`config.mk`:
```
export PLATFORM = sky130hd
export DESIGN_NAME = frame_read_sched
export DESIGN_NICKNAME = d
export VERILOG_FILES = /design/src/rtl/frame_sched_pkg.sv /design/src/rtl/tri_buf_rotator.sv /design/src/rtl/frame_read_sched.sv
export SDC_FILE = /design/constraint.sdc
export NUM_CORES = 1
export LEC_CHECK = 0
export ABC_CLOCK_PERIOD_IN_PS = 3500
export CORE_MARGIN = 2
export CORE_UTILIZATION = 55
export DETAILED_ROUTE_END_ITERATION = 8
export PLACE_DENSITY_LB_ADDON = 0.15
export SKIP_LAST_GASP = 1
export SLEW_MARGIN = 20
export SYNTH_ARGS = -nofsm -noshare
export SYNTH_HDL_FRONTEND = slang
export SYNTH_SLANG_ARGS = --single-unit
export TNS_END_PERCENT = 30
```
`constraint.sdc`:
```
create_clock -name clk -period 3.5 [get_ports clk]
set_clock_uncertainty 0.15 [all_clocks]
set_input_delay 0.7 -clock clk [delete_from_list [all_inputs] [get_ports clk]]
set_output_delay 0.7 -clock clk [all_outputs]
set_load 0.1 [all_outputs]
```
`src/rtl/frame_sched_pkg.sv`:
```
// Shared types and geometry helpers for the frame read scheduler.
package frame_sched_pkg;

  typedef enum logic [1:0] {
    StIdle,
    StFetch,
    StWaitLine,
    StDone
  } sched_state_e;

  typedef logic [1:0] buf_idx_t;

  function automatic int unsigned line_bytes(input int unsigned h_act,
                                             input int unsigned pix_bytes);
    return h_act * pix_bytes;
  endfunction

  function automatic int unsigned bursts_per_line(input int unsigned h_act,
                                                  input int unsigned pix_bytes,
                                                  input int unsigned burst_bytes);
    return line_bytes(h_act, pix_bytes) / burst_bytes;
  endfunction

  function automatic int unsigned frame_bytes(input int unsigned h_act,
                                              input int unsigned v_act,
                                              input int unsigned pix_bytes);
    return line_bytes(h_act, pix_bytes) * v_act;
  endfunction

endpackage

```
`src/rtl/tri_buf_rotator.sv`:
```
// Triple-buffer bookkeeping: latest completed frame, swap on frame start,
// and selection of the buffer the writer fills next.
module tri_buf_rotator
  import frame_sched_pkg::*;
(
  input  logic     clk,
  input  logic     rst,
  input  logic     wr_frame_done,
  input  buf_idx_t wr_buf,
  input  logic     swap,
  output buf_idx_t disp_buf,
  output buf_idx_t disp_buf_nxt,
  output buf_idx_t wr_buf_next
);

  buf_idx_t disp_q, disp_d;
  buf_idx_t latest_q, latest_d;
  logic     new_avail_q, new_avail_d;

  always_comb begin
    disp_d      = disp_q;
    latest_d    = latest_q;
    new_avail_d = new_avail_q;
    // Swap consumes the old latest; a same-cycle writer completion re-arms new_avail.
    if (swap && new_avail_q) begin
      disp_d      = latest_q;
      new_avail_d = 1'b0;
    end
    if (wr_frame_done && (wr_buf != 2'd3)) begin
      latest_d    = wr_buf;
      new_avail_d = 1'b1;
    end
  end

  always_ff @(posedge clk or posedge rst) begin
    if (rst) begin
      disp_q      <= 2'd0;
      latest_q    <= 2'd0;
      new_avail_q <= 1'b0;
    end else begin
      disp_q      <= disp_d;
      latest_q    <= latest_d;
      new_avail_q <= new_avail_d;
    end
  end

  always_comb begin
    if ((disp_q != 2'd0) && (latest_q != 2'd0)) begin
      wr_buf_next = 2'd0;
    end else if ((disp_q != 2'd1) && (latest_q != 2'd1)) begin
      wr_buf_next = 2'd1;
    end else begin
      wr_buf_next = 2'd2;
    end
  end

  assign disp_buf     = disp_q;
  assign disp_buf_nxt = disp_d;

endmodule

```
`src/rtl/frame_read_sched.sv`:
```
// Display-side frame-buffer read scheduler: fetches each line one line ahead.
// Optional underflow statistics counter enabled by FRAME_READ_SCHED_STATS_EN.
module frame_read_sched
  import frame_sched_pkg::*;
#(
  parameter int unsigned ADDR_W      = 32,
  parameter int unsigned H_ACT       = 1280,
  parameter int unsigned V_ACT       = 720,
  parameter int unsigned PIX_BYTES   = 2,
  parameter int unsigned BURST_BYTES = 256,
  parameter int unsigned FB_BASE     = 0
) (
  input  logic              clk,
  input  logic              rst,
  input  logic              vsync,
  input  logic              read_en,
  input  logic              wr_frame_done,
  input  logic [1:0]        wr_buf,
  output logic [1:0]        wr_buf_next,
  output logic [1:0]        disp_buf,
  output logic              rd_req,
  input  logic              rd_ack,
  output logic [ADDR_W-1:0] rd_addr,
  output logic              underflow,
  output logic [15:0]       underflow_cnt
);

  localparam int unsigned Bpl        = bursts_per_line(H_ACT, PIX_BYTES, BURST_BYTES);
  localparam int unsigned FrameBytes = frame_bytes(H_ACT, V_ACT, PIX_BYTES);
  localparam int unsigned BurstW     = $clog2(Bpl + 1);
  localparam int unsigned LineW      = $clog2(V_ACT + 1);

  sched_state_e      state_q, state_d;
  logic [ADDR_W-1:0] addr_q, addr_d;
  logic [BurstW-1:0] burst_q, burst_d;
  logic [LineW-1:0]  line_q, line_d;
  logic              pending_q, pending_d;
  logic              underflow_q, underflow_d;
  logic              vsync_q, read_en_q;

  logic              vsync_rise, read_en_rise, read_en_fall;
  logic              frame_start;
  buf_idx_t          disp_buf_nxt;
  logic [ADDR_W-1:0] frame_base;

  tri_buf_rotator u_rotator (
    .clk           (clk),
    .rst           (rst),
    .wr_frame_done (wr_frame_done),
    .wr_buf        (wr_buf),
    .swap          (frame_start),
    .disp_buf      (disp_buf),
    .disp_buf_nxt  (disp_buf_nxt),
    .wr_buf_next   (wr_buf_next)
  );

  assign vsync_rise   = vsync & ~vsync_q;
  assign read_en_rise = read_en & ~read_en_q;
  assign read_en_fall = ~read_en & read_en_q;

  // Base follows the post-swap display buffer so line 0 reads the new frame.
  assign frame_base = ADDR_W'(FB_BASE) + ADDR_W'(FrameBytes) * ADDR_W'(disp_buf_nxt);

  always_comb begin
    state_d     = state_q;
    addr_d      = addr_q;
    burst_d     = burst_q;
    line_d      = line_q;
    pending_d   = pending_q;
    underflow_d = 1'b0;
    frame_start = 1'b0;

    unique case (state_q)
      StIdle, StDone: begin
        if (vsync_rise) frame_start = 1'b1;
      end
      StWaitLine: begin
        if (vsync_rise) begin
          frame_start = 1'b1;
        end else if (read_en_fall) begin
          state_d = StFetch;
          burst_d = '0;
        end
      end
      StFetch: begin
        if (vsync_rise && !pending_q) begin
          pending_d   = 1'b1;
          underflow_d = 1'b1;
        end
        if (read_en_rise) underflow_d = 1'b1;
        if (rd_ack) begin
          // A pending frame start abandons the rest of this line after the handshake.
          if (pending_q || vsync_rise) begin
            frame_start = 1'b1;
          end else begin
            addr_d = addr_q + ADDR_W'(BURST_BYTES);
            if (burst_q == BurstW'(Bpl - 1)) begin
              burst_d = '0;
              line_d  = line_q + 1'b1;
              state_d = (line_q + 1'b1 == LineW'(V_ACT)) ? StDone : StWaitLine;
            end else begin
              burst_d = burst_q + 1'b1;
            end
          end
        end
      end
      default: state_d = StIdle;
    endcase

    if (frame_start) begin
      state_d   = StFetch;
      addr_d    = frame_base;
      burst_d   = '0;
      line_d    = '0;
      pending_d = 1'b0;
    end
  end

  always_ff @(posedge clk or posedge rst) begin
    if (rst) begin
      state_q     <= StIdle;
      addr_q      <= '0;
      burst_q     <= '0;
      line_q      <= '0;
      pending_q   <= 1'b0;
      underflow_q <= 1'b0;
      vsync_q     <= 1'b0;
      read_en_q   <= 1'b0;
    end else begin
      state_q     <= state_d;
      addr_q      <= addr_d;
      burst_q     <= burst_d;
      line_q      <= line_d;
      pending_q   <= pending_d;
      underflow_q <= underflow_d;
      vsync_q     <= vsync;
      read_en_q   <= read_en;
    end
  end

  assign rd_req    = (state_q == StFetch);
  assign rd_addr   = addr_q;
  assign underflow = underflow_q;

`ifdef FRAME_READ_SCHED_STATS_EN
  logic [15:0] ucnt_q, ucnt_d;

  always_comb begin
    ucnt_d = ucnt_q;
    if (underflow_d && (ucnt_q != 16'hFFFF)) ucnt_d = ucnt_q + 16'd1;
  end

  always_ff @(posedge clk or posedge rst) begin
    if (rst) begin
      ucnt_q <= 16'd0;
    end else begin
      ucnt_q <= ucnt_d;
    end
  end

  assign underflow_cnt = ucnt_q;
`else
  assign underflow_cnt = 16'd0;
`endif

endmodule
```
# == Word level (Yosys, flattened, before mapping) ==
# Index checks and enable logic that the tools add are counted.
# classes
n_reduce_logical,22
addsub,3
eq_ne,14
muxes,39
n_mul,1
bitwise,6
# ops
op,n
32-bit 2-to-1 mux,4
10-bit 2-to-1 mux,5
32-bit by 9-bit adder with 32-bit output (second input constant),1
4-bit 2-to-1 mux,6
2-bit 2-to-1 mux,9
2-bit nonzero test,7
1-bit 2-to-1 mux,12
10-bit by 1-bit adder with 10-bit output (second input constant),1
10-bit == test (second input constant),1
8-bit by 2-bit multiplier with 10-bit output (first input constant),1
3-bit by 2-bit != test with 1-bit output (second input constant),3
4-bit case mux with 2 select lines,1
2-bit by 1-bit != test with 1-bit output (second input constant),3
3-bit by 1-bit != test with 1-bit output (second input constant),2
6-bit AND reduction,1
1-bit logical AND,5
5-bit AND reduction,1
4-bit by 1-bit adder with 4-bit output (second input constant),1
2-bit == test (second input constant),2
4-bit == test (second input constant),1
2-bit case mux with 2 select lines,1
4-bit AND reduction,1
1-bit bitwise AND,3
1-bit inverter,3
other kinds (10),10
# totals
regBits,57
in_bits,8
output_inout_bits,54
elab_cells,96

# == Logic depth before layout (Yosys ltp) ==
# Gate-level depths: netlist (run 1).
# depth
ltp_word,10
mapped_depth,9
depth_no_buf,9

# == Hierarchy ==
# Synthesis (run 1) repeated with hierarchy kept, for this count alone.
# unflattened
hier_cells,314
hier_area_um2,2872.8
# modules_own_cells
module,area_per_inst_um2,cells_per_inst,seq_area_each_um2,n_inst
frame_read_sched,2631.3,293,1101.1,1
tri_buf_rotator,241.5,21,125.1,1

# == Worst setup path before layout (run 1) ==
# No wires, ideal clock.
# synth_path
kind,flip-flop to output port
from,register u_rotator.disp_q[0] (netlist: u_rotator.disp_buf[0])
to,output wr_buf_next[1]
t_arrival_ns,3.121
path_stages_with_launch,3
path_slack_ns,-0.471
n_path_buf,0
t_required_ns,2.650
cell_sequence,dfrtp_1 -> xnor2_1 -> nor3_1
# synth_between
elab_chain_cells,4
elab_cells_between_ends,6
classes_between,eq/ne: 1; mux: 2; reduce/logical: 3
# synth_rtl
item,line,source
start: declaration,tri_buf_rotator.sv:16,"buf_idx_t disp_q, disp_d;"
start signal: assignment,tri_buf_rotator.sv:41,disp_q <= disp_d;
2-bit by 1-bit != test with 1-bit output,tri_buf_rotator.sv:50,end else if ((disp_q != 2'd1) && (latest_q != 2'd1)) begin
1-bit logical AND,tri_buf_rotator.sv:50,
2-bit 2-to-1 mux,tri_buf_rotator.sv:50,
2-bit 2-to-1 mux *,tri_buf_rotator.sv:48,if ((disp_q != 2'd0) && (latest_q != 2'd0)) begin
end: declaration,frame_read_sched.sv:19,"output logic [1:0] wr_buf_next,"
# Every way passes the cells marked *; elsewhere a longest branch is shown, timed or not.

# == Final worst setup path (run 1) ==
# layout_path
from,input vsync
to,register addr_q[22] (netlist: rd_addr[22])
# layout_between
elab_chain_cells,9
elab_cells_between_ends,14
classes_between,mul: 1; eq/ne: 1; mux: 6; bitwise: 1; reduce/logical: 5
# layout_rtl
item,line,source
start: declaration,frame_read_sched.sv:15,"input logic vsync,"
1-bit bitwise AND *,frame_read_sched.sv:57,assign vsync_rise = vsync & ~vsync_q;
1-bit logical OR,frame_read_sched.sv:93,if (pending_q || vsync_rise) begin
1-bit 2-to-1 mux,frame_read_sched.sv:93,
1-bit 2-to-1 mux,frame_read_sched.sv:91,if (rd_ack) begin
1-bit case mux with 2 select lines *,frame_read_sched.sv:73,unique case (state_q)
1-bit logical AND *,tri_buf_rotator.sv:25,if (swap && new_avail_q) begin
2-bit 2-to-1 mux *,tri_buf_rotator.sv:25,
named net disp_buf_nxt[0],frame_read_sched.sv:43,buf_idx_t disp_buf_nxt;
8-bit by 2-bit multiplier with 10-bit output *,frame_read_sched.sv:62,assign frame_base = ADDR_W'(FB_BASE) + ADDR_W'(FrameBytes) * ADDR_W'(disp_buf_nxt);
32-bit 2-to-1 mux *,frame_read_sched.sv:110,if (frame_start) begin
end signal: assignment,frame_read_sched.sv:131,addr_q <= addr_d;
end: declaration,frame_read_sched.sv:34,"logic [ADDR_W-1:0] addr_q, addr_d;"
# The timed path passes the listed nets; every way through them passes the cells marked *.
# A chain may end at the register's enable or synchronous reset.

==> results.sh, run 1 <==
export IMPL_totalWireLength_mm=6.04
export IMPL_ys_types=49
export IMPL_crit_type="input port to flip-flop"
export IMPL_max_freq_mhz=407
export IMPL_ant_nets=0
export IMPL_p_leak_nw=1.49
export IMPL_syn_inst=322
export IMPL_drive_gt1_frac=0.142
export IMPL_postCtsSetupBuffers=0
export IMPL_viasPerCell=5.56
export IMPL_clk_pin_slew_ns=0.09
export IMPL_io_buffer_count=37
export IMPL_critPathMaxFanout=5
export IMPL_required_ns=3.54
export IMPL_rows=26
export IMPL_critPathArrivalTime_ns=2.50
export IMPL_rsz0062_at_grt="false"
export IMPL_end_kind="flip-flop"
export IMPL_start_util=0.565
export IMPL_avgRoutedWirePerCell_um=14.1
export IMPL_cts_htree_levels=2
export IMPL_syn2layout_area_growth_pct=13.5
export IMPL_grt_usage=0.221
export IMPL_drt_iter0_drc=145
export IMPL_grt_max_degree=33
export IMPL_cts_tree="done"
export IMPL_startpoint_type="input port"
export IMPL_clock_root_buffer="clkbuf_8"
export IMPL_yosysTopAreaCellShare=0.428
export IMPL_drc_errors=0
export IMPL_cts_resized=0
export IMPL_report_final_slew_viol_count=0
export IMPL_grt_pass1_wl_mm=10.4
export IMPL_hold_viol_final=0
export IMPL_status="finished clean"
export IMPL_power_density_mw_per_mm2=590
export IMPL_synthFlopType="dfrtp_1"
export IMPL_fill_cells=446
export IMPL_cts_buffers=5
export IMPL_yosys_warnings=0
export IMPL_setup_viol=0
export IMPL_clockBufferDepth=2
export IMPL_async_flop_share=1.00
export IMPL_ios=62
export IMPL_fp_dieW_um=76.2
export IMPL_synth_area_top_cells="dfrtp_1, buf_4, o21ai_0"
export IMPL_clk_latency_ns=0.31
export IMPL_yosys_register_bits=49
export IMPL_dp_hpwl_mm=4.32
export IMPL_diodes=0
export IMPL_first_global_vias=2171
export IMPL_hp_class="flip-flop to flip-flop"
export IMPL_syn_area_per_cell_um2=8.90
export IMPL_seq_area_frac_synth=0.428
export IMPL_coreArea_mm2=0.00507
export IMPL_clock_sinks=49
export IMPL_gp_congestion=0.865
export IMPL_timing_hold_ws_ns=0.350
export IMPL_ctsHoldBuffers=0
export IMPL_syn_area_mm2=0.00287
export IMPL_vdd_drop_max_v=0.000590
export IMPL_fin_crit_ns=2.46
export IMPL_relSlewSlack=0.644
export IMPL_synth_edff_count=0
export IMPL_die_area_mm2=0.00580
export IMPL_synth_top_area_cell="dfrtp_1"
export IMPL_drt_first_pass_iters=4
export IMPL_die_y_um=76.2
export IMPL_fin_nets=374
export IMPL_tns_ns=0
export IMPL_drv_cap=0
export IMPL_min_period_over_period=0.702
export IMPL_dr_total_vias=2389
export IMPL_gr_total_overflow=0
export IMPL_tightest_slew_ns=0.532
export IMPL_antenna_found_initial=0
path summary, 6_finish.rpt:
kind | start | end | depth (start not counted) | slack [ns]
setup / recovery | vsync | rd_addr[22] | 9 | 1.04
hold / removal | line_q[9] | line_q[9] | 1 | 0.35
setup reg to reg | state_q[0] | rd_addr[22] | 9 | 1.24
hold reg to reg | line_q[9] | line_q[9] | 1 | 0.35
max in group asynchronous | rst | burst_q[2] | 3 | 1.93
min in group asynchronous | rst | line_q[2] | 2 | 0.52
state kept, by name, summed over array words and instances (netlist names):
| register | count |
|---|---|
| rd_addr | 24 |
| line_q | 10 |
| burst_q | 4 |
| state_q | 2 |
| u_rotator.disp_buf | 2 |
| u_rotator.latest_q | 2 |
| pending_q | 1 |
| read_en_q | 1 |
| u_rotator.new_avail_q | 1 |
| underflow | 1 |
| vsync_q | 1 |
Yosys cell counts, types with 2 or more instances:
library cell,instances
clkbuf_1,5
a31oi_1,5
o21ai_0,24
o31ai_1,2
nor2_1,23
xnor2_1,11
nor4_1,6
o22ai_1,2
dfrtp_1,49
ha_1,7
a21oi_1,20
nand2_1,28
a2bb2oi_1,2
mux2i_1,3
inv_1,14
and3_1,10
nand2b_1,7
and4_1,2
xor2_1,3
nand3_1,16
and2_1,2
a21o_1,4
nand3b_1,4
nor3_1,4
buf_4,24
buf_2,7
nor2b_1,5
o2bb2ai_1,2
nand4_1,11
critical path, stage by stage:
cell and delay [ns]:
clkdlybuf4s50_1 0.51, nand2b_1 0.14, a22oi_1 0.22, nand2_1 0.13, mux2i_1 0.26, inv_1 0.09
ha_1 0.20, o22ai_1 0.15, a2bb2oi_1 0.08
kinds of logic after synthesis:
group,synth area share
xor+xnor,0.0428
other cells,0.00131
buf+inv,0.100
compound gates,0.158
fa+ha+maj,0.0306
flops,0.428
simple gates,0.225
mux,0.0144
layout by cell type (no fill, tap or decap), drive strengths merged, types with 3 or more instances in the layout:
cell           netlist  final
buf                 31     36
xnor2               11     11
nand3               16     16
nor2                23     23
conb                 1     24
mux2i                3      3
a31oi                5      5
inv                 14     14
nand4               11     11
nand2b               7      7
dfrtp               49     49
nor3                 4      4
and3                10     10
a21o                 4      4
nand2               28     28
clkbuf               5      7
o21ai               25     25
nand3b               4      4
clkdlybuf4s50        0      7
ha                   7      7
a21oi               20     20
nor4                 6      6
nor2b                5      5
xor2                 3      3
metal layers:
metal,track usage,share of wire,vias up
li1,-,-,1165
met1,0.308,0.46,1145
met2,0.350,0.48,72
met3,0.0355,0.047,7
met4,0.0855,0.016,0
met5,0,0,-
stage by stage:
| stage | cell area, um2 | total power, W | utilization | setup slack, ns | std cells |
|---|---|---|---|---|---|
| after CTS | 3250 | 0.00194 | 0.641 | 1.05 | 430 |
| after detailed placement | 3150 | 0.00157 | 0.621 | 0.724 | 422 |
| after global placement | 3150 | 0.00156 | 0.621 | 0.755 | 422 |
| final | 3250 | 0.00192 | 0.641 | 1.04 | 430 |
| after floorplan | 2960 | 0.00142 | - | 0.0387 | 345 |
| after global routing | 3250 | 0.00202 | 0.641 | 0.851 | 430 |
cell type report:
type	count	area, um2	area share
clock buffer	7	96.3	0.0296
clock inverter	1	5.00	0.00154
inverter	14	52.6	0.0162
multi-input combinational	246	1450	0.444
sequential	49	1230	0.377
tap	70	87.6	0.0269
timing repair buffer	43	340	0.105
where the power goes:
group          internal (W)  total [W]  leakage (nW)  switching [W]
registers          0.000634   0.000722         0.639      0.0000880
logic              0.000166   0.000831         0.796       0.000665
clock network      0.000179   0.000367        0.0542       0.000188
(Power assumes the default switching activity.)
==> run 2: changes to the inputs <==
ABC_CLOCK_PERIOD_IN_PS = 2400   (was 3500)
CORE_UTILIZATION = 51   (was 55)
clock period = 2.4 ns   (was 3.5 ns; I/O delays follow)
==> run 2 against run 1 <==
- total power is 49% higher
- sequential power is 48% higher
- sequential cell count stayed put
- combinational power is 56% higher
- sequential share of layout area is 1.7 points lower
- first-iteration DRC count is 2.8% lower
- core utilization is 1.7 points lower
- largest cell class unchanged
- largest power group unchanged
==> results.sh, run 2 (synthesis results as in run 1) <==
export IMPL_status="finished clean"
export IMPL_clock_root_buffer="clkbuf_8"
export IMPL_totalWireLength_mm=6.29
export IMPL_vdd_drop_max_v=0.000636
export IMPL_drc_errors=0
export IMPL_ios=62
export IMPL_io_buffer_count=37
export IMPL_hold_viol_final=0
export IMPL_antenna_found_initial=0
export IMPL_ant_nets=0
export IMPL_gr_total_overflow=0
export IMPL_grt_max_degree=26
export IMPL_clk_pin_slew_ns=0.09
export IMPL_report_final_slew_viol_count=0
export IMPL_critPathMaxFanout=6
export IMPL_postCtsSetupBuffers=0
export IMPL_required_ns=2.44
export IMPL_max_freq_mhz=462
export IMPL_tns_ns=0
export IMPL_die_y_um=79.0
export IMPL_min_period_over_period=0.902
export IMPL_crit_type="flip-flop to flip-flop"
export IMPL_clk_latency_ns=0.31
export IMPL_ctsHoldBuffers=0
export IMPL_final_cell_mix="dfrtp_1, buf_4, nand2_1, o21ai_0, conb_1"
export IMPL_fin_crit_ns=2.16
export IMPL_fill_cells=490
export IMPL_critPathArrivalTime_ns=2.21
export IMPL_dp_hpwl_mm=4.51
export IMPL_dpl_worst_slack_ns=-0.0307
export IMPL_diodes=0
export IMPL_cts_htree_levels=2
export IMPL_seq_area_mm2=0.00123
export IMPL_final_common_cell="dfrtp_1"
export IMPL_setup_viol=0
export IMPL_drv_cap=0
export IMPL_first_global_vias=2210
export IMPL_avgRoutedWirePerCell_um=14.2
export IMPL_drt_first_pass_iters=4
export IMPL_drive_gt1_frac=0.181
export IMPL_cts_tree="done"
export IMPL_fp_dieW_um=79.0
export IMPL_die_area_mm2=0.00624
export IMPL_startpoint_type="flip-flop"
export IMPL_start_util=0.524
export IMPL_grt_usage=0.216
export IMPL_hp_class="input port to asynchronous set/reset pin"
export IMPL_clockBufferDepth=2
export IMPL_grt_pass1_wl_mm=10.7
export IMPL_syn2layout_area_growth_pct=19.1
export IMPL_viasPerCell=5.44
export IMPL_place_inst=434
export IMPL_p_leak_nw=1.55
export IMPL_power_density_mw_per_mm2=838
export IMPL_multiInputGateArea_mm2=0.00148
export IMPL_clock_sinks=49
export IMPL_final_cells=442
export IMPL_rsz0062_at_grt="false"
export IMPL_fin_nets=384
export IMPL_end_kind="flip-flop"
export IMPL_coreArea_mm2=0.00547
export IMPL_rows=27
export IMPL_largest_reg_flops=24
export IMPL_worst_slack_ns=0.235
export IMPL_gp_congestion=0.889
export IMPL_cts_buffers=5
export IMPL_cts_resized=0
export IMPL_drt_iter0_drc=141
export IMPL_dr_total_vias=2403
## run 2: worst paths after layout
kind | from | end | slack, ns | cells past startpoint
min reg2reg | line_q[9] | line_q[9] | 0.35 | 1
max | state_q[0] | rd_addr[22] | 0.24 | 9
min in group clk | line_q[9] | line_q[9] | 0.35 | 1
max in group asynchronous | rst | line_q[4] | 1.21 | 3
min | rst | rd_addr[23] | 0.33 | 2
max reg2reg | state_q[0] | rd_addr[22] | 0.24 | 9
## run 2: report_power, final
part	internal [W]	switching [W]
clock network	0.000202	0.000294
registers	0.000927	0.000139
logic	0.000308	0.000991
## run 2: per-layer routing
layer / part of all wire / track usage / wire length [um]
met1: 0.45 / 0.299 / 2830
met2: 0.49 / 0.341 / 3100
met3: 0.041 / 0.0420 / 257
met4: 0.015 / 0.0707 / 96
met5: 0 / 0 / 0
## run 2: area by class of cell
class                           instances  area share
Timing Repair Buffer                   53       0.140
Tap cell                               72      0.0264
Clock buffer                            5      0.0202
Clock inverter                          3     0.00513
Multi-Input combinational cell        246       0.432
Sequential cell                        49       0.360
Inverter                               14      0.0165
## run 2: critical path: stages (launching register included)
cell	delay [ns]
dfrtp_1	0.47
nand2b_4	0.14
clkinvlp_4	0.15
a22oi_2	0.22
nand2_1	0.12
mux2i_1	0.26
inv_1	0.10
ha_1	0.20
o22ai_1	0.15
a2bb2oi_1	0.08
## run 2: per-stage QoR
stage               utilization  hold slack, ns  area [um2]  power (W)
floorplan                     -           0.300        2990    0.00210
global placement          0.608           0.341        3330    0.00237
detailed placement        0.608           0.343        3330    0.00238
CTS                       0.624           0.333        3410    0.00288
global route              0.624           0.357        3410    0.00299
finish                    0.624           0.330        3410    0.00286
==> run 3: changes to the inputs <==
CORE_ASPECT_RATIO = 0.5   (was default)
CORE_UTILIZATION = 40   (was 51)
==> run 3 against run 2 <==
- global-route usage decreased by 3.7 points
- core utilization decreased by 11 points
- sequential power about the same
- sequential share of layout area decreased by 1.1 points
- register-to-register slack got worse by 0.05 ns
- cell count increased by 4.5%
- first-iteration DRC count increased by 13%
- via count increased by 0.50%
- critical path depth unchanged
==> results.sh, run 3 (synthesis results as in run 1) <==
export IMPL_cts_htree_levels=2
export IMPL_cts_buffers=5
export IMPL_power_density_mw_per_mm2=888
export IMPL_antenna_found_initial=0
export IMPL_wl_met3_um=278
export IMPL_syn2layout_area_growth_pct=22.9
export IMPL_tightest_slew_ns=0.588
export IMPL_totalWireLength_mm=6.47
export IMPL_fin_crit_ns=2.21
export IMPL_route_met2_wl_mm=2.97
export IMPL_start_util=0.421
export IMPL_crit_path_cell_trace="nand2b_4 > clkinvlp_4 > a22oi_2 > nand2_1 > mux2i_1 > inv_1 > ha_1 > o22ai_1 > a2bb2oi_1"
export IMPL_postCtsSetupBuffers=0
export IMPL_coreArea_mm2=0.00681
export IMPL_relSlewSlack=0.607
export IMPL_drv_cap=0
export IMPL_slowest_stage="dfrtp_1"
export IMPL_worst_slack_ns=0.186
export IMPL_ant_nets=0
export IMPL_fill_cells=602
export IMPL_ios=62
export IMPL_rows=21
export IMPL_dpl_worst_slack_ns=-0.116
export IMPL_clock_sinks=49
export IMPL_critPathMaxFanout=6
export IMPL_avgRoutedWirePerCell_um=14.0
export IMPL_clock_root_buffer="clkbuf_16"
export IMPL_top_layer="met4"
export IMPL_postLayoutCoreUtil=0.518
export IMPL_max_stage_delay_ns=0.42
export IMPL_fp_dieW_um=124
export IMPL_rsz0062_at_grt="false"
export IMPL_final_cells=462
export IMPL_gr_total_overflow=0
export IMPL_min_period_over_period=0.922
export IMPL_wl_met1_mm=3.18
export IMPL_critPathArrivalTime_ns=2.24
export IMPL_first_global_vias=2377
export IMPL_dr_total_vias=2415
export IMPL_crit_family="compound AO/OA/AOI/OAI gates"
export IMPL_drt_iter0_drc=160
export IMPL_required_ns=2.42
export IMPL_cts_resized=0
export IMPL_drt_first_pass_iters=4
export IMPL_grt_max_degree=27
export IMPL_clockBufferDepth=2
export IMPL_placed_cell_area_mm2=0.00337
export IMPL_final_common_cell="dfrtp_1"
export IMPL_place_inst=454
export IMPL_dp_hpwl_mm=4.69
export IMPL_startpoint_type="flip-flop"
export IMPL_crit_buf_inv=2
export IMPL_drc_errors=0
export IMPL_grt_usage=0.178
export IMPL_diodes=0
export IMPL_final_cell_mix="dfrtp_1, buf_4, nand2_1, o21ai_0, conb_1"
export IMPL_viasPerCell=5.23
export IMPL_die_area_mm2=0.00790
export IMPL_setup_viol=0
export IMPL_gp_congestion=0.810
export IMPL_status="finished clean"
export IMPL_crit_type="flip-flop to flip-flop"
export IMPL_clk_latency_ns=0.28
export IMPL_fin_nets=384
export IMPL_largest_reg_flops=24
export IMPL_grt_pass1_wl_mm=11.3
export IMPL_die_y_um=63.9
export IMPL_ctsHoldBuffers=0
export IMPL_drive_gt1_frac=0.181
export IMPL_vdd_drop_max_v=0.000483
export IMPL_max_freq_mhz=452
export IMPL_clk_pin_slew_ns=0.07
export IMPL_fin_area_mm2=0.00352
export IMPL_cts_tree="done"
export IMPL_p_leak_nw=1.59
export IMPL_report_final_slew_viol_count=0
export IMPL_hold_viol_final=0
export IMPL_hp_class="input port to asynchronous set/reset pin"
export IMPL_timing_hold_ws_ns=0.310
export IMPL_io_buffer_count=37
export IMPL_end_kind="flip-flop"
-- run 3: cell types whose count changed in the layout (fill, tap and decap cells not counted) --
cell,change
clkinvlp_4,-1
clkbuf_16,+5
clkbuf_8,-3
clkinv_2,-1
buf_12,+1
buf_4,-1
-- run 3: stage by stage --
step | total power (W) | TNS [ns]
after floorplan | 0.00210 | -0.184
after global placement | 0.00238 | -0.134
after detailed placement | 0.00240 | -1.19
after CTS | 0.00315 | 0
after global routing | 0.00327 | 0
final | 0.00313 | 0
-- run 3: power breakdown --
part	total, W	switching, W	leakage [nW]	internal [W]
Clock	0.000749	0.000306	0.0799	0.000442
Sequential	0.00107	0.000138	0.636	0.000928
Combinational	0.00131	0.00100	0.875	0.000313
Total	0.00313	0.00145	1.59	0.00168
-- run 3: path summary, 6_finish.rpt --
| kind | slack (ns) | cells after the start | endpoint | start |
|---|---|---|---|---|
| min in group clk | 0.36 | 1 | burst_q[3] | burst_q[3] |
| max reg2reg | 0.19 | 9 | rd_addr[22] | state_q[1] |
| min reg2reg | 0.36 | 1 | burst_q[3] | burst_q[3] |
| max | 0.19 | 9 | rd_addr[22] | state_q[1] |
| max in group asynchronous | 1.29 | 3 | u_rotator.disp_buf[0] | rst |
| min | 0.31 | 2 | line_q[1] | rst |
-- run 3: cell type report --
| cell class | count | area, um2 | share of cell area |
|---|---|---|---|
| clock buffers | 7 | 153 | 0.0433 |
| clock inverters | 1 | 5.00 | 0.00142 |
| inverters | 14 | 56.3 | 0.0160 |
| multi-input cells | 246 | 1480 | 0.419 |
| flip-flops and latches | 49 | 1230 | 0.349 |
| well taps | 92 | 115 | 0.0327 |
| repair buffers | 53 | 490 | 0.139 |
-- run 3: layer usage --
| metal | track usage | up-vias |
|---|---|---|
| met4 | 0.0369 | 0 |
| met2 | 0.294 | 67 |
| met3 | 0.0339 | 7 |
| met5 | 0 | - |
| li1 | - | 1193 |
| met1 | 0.245 | 1148 |
